--- src/rtl/param_delay_line.sv ---
// param_delay_line: WIDTH x DEPTH delay line with per-stage valid, clock enable,
// synchronous flush, selectable tap and occupancy count.
module param_delay_line #(
  parameter int WIDTH = 8,
  parameter int DEPTH = 4,
  localparam int TW = DEPTH > 1 ? $clog2(DEPTH) : 1,
  localparam int CW = $clog2(DEPTH + 1)
) (
  input  logic             clk,
  input  logic             rst,
  input  logic             en,
  input  logic             clear,
  input  logic             in_valid,
  input  logic [WIDTH-1:0] d,
  input  logic [TW-1:0]    tap_sel,
  output logic [WIDTH-1:0] q,
  output logic             q_valid,
  output logic [WIDTH-1:0] tap_q,
  output logic             tap_valid,
  output logic [CW-1:0]    fill_cnt,
  output logic             full,
  output logic             empty
);
  logic [WIDTH-1:0] stage_q [DEPTH];
  logic [WIDTH-1:0] stage_d [DEPTH];
  logic [DEPTH-1:0] vld_q, vld_d;
  logic [CW-1:0]    cnt_q, cnt_d;
  always_comb begin
    stage_d[0] = d;
    vld_d[0] = in_valid;
    for (int i = 1; i < DEPTH; i++) begin
      stage_d[i] = stage_q[i-1];
      vld_d[i] = vld_q[i-1];
    end
    // one sample enters and one leaves per enabled edge
    cnt_d = cnt_q + CW'(in_valid) - CW'(vld_q[DEPTH-1]);
  end
  always_ff @(posedge clk) begin
    if (rst || clear) begin
      for (int i = 0; i < DEPTH; i++) stage_q[i] <= '0;
      vld_q <= '0;
      cnt_q <= '0;
    end else if (en) begin
      stage_q <= stage_d;
      vld_q <= vld_d;
      cnt_q <= cnt_d;
    end
  end
  assign q = stage_q[DEPTH-1];
  assign q_valid = vld_q[DEPTH-1];
  assign fill_cnt = cnt_q;
  assign full = cnt_q == CW'(DEPTH);
  assign empty = cnt_q == '0;
  if (DEPTH == 1) begin : g_one
    assign tap_q = stage_q[0];
    assign tap_valid = vld_q[0];
  end else if ((1 << TW) == DEPTH) begin : g_pow2
    assign tap_q = stage_q[tap_sel];
    assign tap_valid = vld_q[tap_sel];
  end else begin : g_guard
    // tap_sel can name a stage that does not exist
    logic in_range;
    assign in_range = 32'(tap_sel) < DEPTH;
    assign tap_q = in_range ? stage_q[tap_sel] : '0;
    assign tap_valid = in_range ? vld_q[tap_sel] : 1'b0;
  end
  a_cnt_bound: assert property (@(posedge clk) disable iff (rst) 32'(cnt_q) <= DEPTH);
  a_cnt_pop: assert property (@(posedge clk) disable iff (rst) 32'(cnt_q) == $countones(vld_q));
endmodule
--- config.mk ---
export PLATFORM = sky130hd
export DESIGN_NAME = param_delay_line
export DESIGN_NICKNAME = d
export VERILOG_FILES = /design/src/rtl/param_delay_line.sv
export SDC_FILE = /design/constraint.sdc
export NUM_CORES = 1
export LEC_CHECK = 0
export ABC_CLOCK_PERIOD_IN_PS = 5500
export CAP_MARGIN = 15
export CORE_MARGIN = 2
export CORE_UTILIZATION = 50
export DETAILED_ROUTE_END_ITERATION = 6
export PLACE_DENSITY = 0.88
export SLEW_MARGIN = 10
export SYNTH_ARGS = -nofsm -noshare
export SYNTH_HDL_FRONTEND = slang
export SYNTH_SLANG_ARGS = --single-unit
--- constraint.sdc ---
create_clock -name clk -period 5.5 [get_ports clk]
set_input_delay 1.1 -clock clk [delete_from_list [all_inputs] [get_ports clk]]
set_output_delay 1.1 -clock clk [all_outputs]
set_load 0.05 [all_outputs]
==> results.cfg, run 1 <==
[synthesis]
avgSynthCellArea_sq_um = 11.4
synth_area_leaders = dfxtp_1, mux2i_1, mux4_2
synth-edff-count = 0
synth_top_area_share_pct = 45.5
synthArstFlopShare_pct = 0
ys_warn_count = 0
yosysMostFrequentCell = dfxtp_1
seq_area_frac_synth_pct = 45.5
synth_cell_types = 18
ys_top_cells_by_count = dfxtp_1, nor2_1, mux2i_1, mux4_2, buf_6
synth-main-ff-cell = dfxtp_1
ys_ff_latch = 39
synthCells = 150
synth_nets = 168
syn-cell-area_sq_mm = 0.00171
synth_top_area_cell = dfxtp_1

[pwr]
p_int_w = 0.000363
p_clk_share_pct = 28.6
peakVddDrop_v = 0.000159
power_leakage_nw = 0.840
power_frac_seq_pct = 59.7
swShare_pct = 25.1
power_frac_comb_pct = 11.7
powerDensity_mw_per_mm2 = 232
p_sw_w = 0.000121
total_power_w = 0.000484

[grt]
antenna_found_initial = 0
grt_pass1_wl_mm = 5.40
grt.overflow.total = 0
track_usage_pct = 17.4
grt_max_degree = 42
first_global_vias = 1224

[clocking]
cts_setup_buffers = 0
cts_root_buf = clkbuf_4
hold_buffers = 0
cts_sinks = 39
htree_levels = 2
clk_pin_slew_worst_paths_ns = 0.10
clk_latency_ns = 0.34
tritoncts.num_buffers = 5
cts_resized = 0
cts_tree = done
cts_buffer_depth = 2

[worst_setup_path]
worstReg2RegEnd = fill_cnt[2]
arrival_ns = 3.25
worst_r2r_path_depth = 9
cp_data_required_time_ns = 4.40
critPathKind = in -> out
reg2reg_slack_ns = 3.60
r2r-start = fill_cnt[0]
crit_fanout = 9
cp-start-kind = input port
setup.worst_path.end_class = output pin

[timing]
setup_viol = 0
clock_skew_ns = 0.0101
rsz0062_at_grt = no
period_share_pct = 79.1
final-hold-violation-count = 0
relSlewSlack_pct = 26.5
setup_tns_ns = 0
clock.fmax_ghz = 0.230
fin_crit_ns = 4.35
worstMarginPinSlew_ns = 1.10
final_max_slew_viol_count = 0

[placement]
dp_hpwl_mm = 2.15
globalplace.congestion = 0.675
portBuffers = 37
place_area_sq_mm = 0.00204

[route]
dr_total_vias = 1182
postRouteAntennaNets = 0
drtPass1Iterations = 4
wl_per_cell_microns = 13.4
wl_mm = 3.09
via_per_inst = 5.14
drc = 0
drt-initial-drc-count = 38

[finish]
final_layout_size_suffix_gt1_share_pct = 9.78
n_antenna_cell = 0
final_area_sq_mm = 0.00209
synthToLayoutAreaGrowth_pct = 22.0
final_net_count = 201

[job]
maxCapViolations = 0

[worst_hold_path]
holdCritStartpoint = stage_d[7]
hold-path-cell-count = 2
hold_class = reg -> reg
whs_endpoint = stage_d[7]

[status]
status = completed

[die]
dieArea_sq_mm = 0.00391
core_sq_mm = 0.00331
die_w_microns = 62.6
num_rows = 21
boundaryPins = 38
start_util_pct = 51.8
die_h_microns = 62.6
## sequential cells by signal (all words and copies together) (netlist names)
signal / cells
vld_q: 4
fill_cnt: 3
q: 8
stage_d: 24
## critical path: stages
cell	delay [ns]
clkdlybuf4s50_1	0.85
mux4_2	0.59
clkdlybuf4s50_1	0.71
## stage by stage
stage               utilization (%)  hold WS (ns)  setup WS [ns]  cells
global route                   63.2         0.559           1.01    230
CTS                            63.2         0.537           1.10    230
detailed placement             61.7         0.510           1.11    222
floorplan                         -         0.477           2.50    150
global placement               61.7         0.489           1.10    222
finish                         63.2         0.529           1.15    230
## how the worst max path moves through the flow
| stage | start | endpoint | cells after the start |
|---|---|---|---|
| 2_1_floorplan | tap_sel[1] | tap_q[0] | 2 |
| 3_3_place_gp | tap_sel[1] | tap_q[1] | 3 |
| 3_5_place_dp | tap_sel[1] | tap_q[5] | 3 |
| 4_1_cts | tap_sel[1] | tap_q[2] | 3 |
| 5_1_grt | tap_sel[1] | tap_q[2] | 3 |
| 6_report | tap_sel[1] | tap_q[2] | 3 |
## routing by layer
layer | track usage (%) | wire length (microns) | vias up
met5 | 0 | 0 | -
met4 | 8.33 | 58 | 0
met3 | 5.05 | 175 | 7
met2 | 29.0 | 1490 | 32
met1 | 20.6 | 1360 | 562
li1 | - | - | 581
## power by group through the flow
stage          Sequential, W  Clock, W  Combinational, W
3_5_place_dp        0.000295         0         0.0000572
5_1_grt             0.000290  0.000155         0.0000610
6_report            0.000289  0.000139         0.0000567
3_3_place_gp        0.000295         0         0.0000560
2_1_floorplan       0.000297         0         0.0000411
4_1_cts             0.000289  0.000141         0.0000575
## cell families after synthesis
| logic type | count (synthesis) | share of synthesized area (%) |
|---|---|---|
| mux | 46 | 33.4 |
| compound gates | 2 | 1.24 |
| flops | 39 | 45.5 |
| xor+xnor | 1 | 0.511 |
| buf+inv | 15 | 6.42 |
| simple gates | 44 | 10.2 |
| fa+ha+maj | 3 | 2.63 |
## area by class of cell
class / instances / area (sq um)
Clock buffer: 7 / 45.0
Clock inverter: 1 / 5.00
Fill cell: 287 / 1220
Timing Repair Buffer: 37 / 365
Sequential cell: 39 / 781
Inverter: 4 / 15.0
Tap cell: 46 / 57.6
Multi-Input combinational cell: 96 / 823
## cell usage in the layout, fill, tap and decap left out
master,Yosys,layout
nand3_1,1,1
dfxtp_1,39,39
mux2i_1,37,37
nor2_1,38,38
inv_1,4,4
clkdlybuf4s50_1,0,36
ha_1,2,2
a211oi_2,1,1
xor2_1,1,1
clkbuf_1,1,2
or2_4,1,1
buf_2,1,1
mux4_2,9,9
clkbuf_4,0,5
fa_1,1,1
nor3_1,3,3
a211o_1,1,1
clkinv_2,0,1
nand2_1,1,1
Power figures use the tool's default switching activity.
==> run 2, diff against run 1 <==
--- a/config.mk
+++ b/config.mk
@@ -5,12 +5,12 @@
 export SDC_FILE = /design/constraint.sdc
 export NUM_CORES = 1
 export LEC_CHECK = 0
-export ABC_CLOCK_PERIOD_IN_PS = 5500
+export ABC_CLOCK_PERIOD_IN_PS = 3500
 export CAP_MARGIN = 15
 export CORE_MARGIN = 2
-export CORE_UTILIZATION = 50
+export CORE_UTILIZATION = 45
 export DETAILED_ROUTE_END_ITERATION = 6
-export PLACE_DENSITY = 0.88
+export PLACE_DENSITY = 0.84
 export SLEW_MARGIN = 10
 export SYNTH_ARGS = -nofsm -noshare
 export SYNTH_HDL_FRONTEND = slang
==> constraint.sdc (replaced) <==
create_clock -name clk -period 3.5 [get_ports clk]
set_input_delay 0.7 -clock clk [delete_from_list [all_inputs] [get_ports clk]]
set_output_delay 0.7 -clock clk [all_outputs]
set_load 0.05 [all_outputs]
==> run 2 against run 1 <==
Routed wire length up 6.5%. Utilization is 4.3 points lower. Power rose by 93%. Global-route usage grew 0.16 points. Critical path type unchanged. Largest cell class unchanged. Highest routed layer unchanged.
==> results.cfg, run 2 (synthesis gave the netlist of run 1 again) <==
[status]
status = completed

[die]
dieArea_sq_mm = 0.00432
core_sq_mm = 0.00366
start_util_pct = 46.8
die_h_microns = 65.7
num_rows = 22
boundaryPins = 38
die_w_microns = 65.7

[pwr]
peakVddDrop_v = 0.000341
total_power_w = 0.000935
p_sw_w = 0.000212
p_clk_share_pct = 41.7
power_leakage_nw = 0.900
powerDensity_mw_per_mm2 = 434
swShare_pct = 22.7
p_int_w = 0.000723
power_frac_comb_pct = 9.8
power_frac_seq_pct = 48.5

[grt]
grt_pass1_wl_mm = 5.66
track_usage_pct = 17.6
grt.overflow.total = 0
first_global_vias = 1199
grt_max_degree = 42
antenna_found_initial = 0

[clocking]
tritoncts.num_buffers = 5
clk_latency_ns = 0.30
cts_buffer_depth = 2
cts_tree = done
htree_levels = 2
cts_setup_buffers = 0
cts_resized = 0
cts_root_buf = clkbuf_8
clk_pin_slew_worst_paths_ns = 0.07
hold_buffers = 0
cts_sinks = 39

[placement]
place_area_sq_mm = 0.00204
globalplace.congestion = 0.683
dp_hpwl_mm = 2.23
portBuffers = 37

[timing]
final-hold-violation-count = 0
clock_skew_ns = 0.00371
rsz0062_at_grt = no
relSlewSlack_pct = 25.1
period_share_pct = 86.9
final_max_slew_viol_count = 0
clock.fmax_ghz = 0.329
whs_ns = 0.526
setup_viol = 0
worstMarginPinSlew_ns = 1.12
setup_tns_ns = 0
fin_crit_ns = 3.04

[finish]
nFillCells = 311
final_net_count = 203
final_area_sq_mm = 0.00215
n_antenna_cell = 0
final_core_util_pct = 58.9
layout_commonest_cell = dfxtp_1
synthToLayoutAreaGrowth_pct = 25.7
final_layout_size_suffix_gt1_share_pct = 16.7
largest_reg_flops = 24
final_cell_mix = dfxtp_1, nor2_1, mux2i_1

[route]
wl_per_cell_microns = 14.1
wl_mm = 3.29
via_per_inst = 5.12
drc = 0
postRouteAntennaNets = 0
drt-initial-drc-count = 19
dr_total_vias = 1197
drtPass1Iterations = 4

[worst_setup_path]
cp-start-kind = input port
setup.worst_path.end_class = output pin
crit_fanout = 8
critPathKind = in -> out
cp_data_required_time_ns = 2.80
arrival_ns = 2.34

[job]
maxCapViolations = 0

[worst_hold_path]
hold_class = reg -> reg
## run 2: routing by layer
metal	track usage [%]	wire, microns	vias to the layer above
met5	0	0	-
li1	-	-	585
met2	27.4	1480	35
met4	7.03	58	0
met3	5.65	186	6
met1	22.5	1560	571
## run 2: path summary, 6_finish.rpt
kind | from | end | slack (ns) | cells after the start
setup reg to reg | fill_cnt[0] | fill_cnt[2] | 1.59 | 9
hold / removal | q[3] | q[3] | 0.53 | 2
setup / recovery | tap_sel[1] | tap_q[5] | 0.46 | 3
hold reg to reg | q[3] | q[3] | 0.53 | 2
## run 2: power by group through the flow
stage,clock (W),combinational (W),sequential (W)
after floorplan,0,0.0000646,0.000467
after global placement,0,0.0000895,0.000464
after detailed placement,0,0.0000923,0.000464
after CTS,0.000399,0.0000926,0.000454
after global routing,0.000423,0.0000985,0.000455
final,0.000390,0.0000914,0.000454
## run 2: layout make-up
type	count	area, sq um	share of cell area (%)
Sequential cell	39	781	36.2
Tap cell	48	60.1	2.79
Timing Repair Buffer	39	358	16.6
Clock inverter	2	35.0	1.63
Inverter	4	15.0	0.697
Multi-Input combinational cell	96	823	38.2
Clock buffer	6	82.6	3.83
## run 2: metrics by stage
stage	std cells	setup WS, ns
after floorplan	150	0.931
after global placement	226	0.464
after detailed placement	226	0.431
after CTS	234	0.432
after global routing	234	0.376
final	234	0.459
## run 2: critical path, cell delays in order
cell	delay (ns)
clkdlybuf4s50_1	0.84
mux4_2	0.59
buf_4	0.21
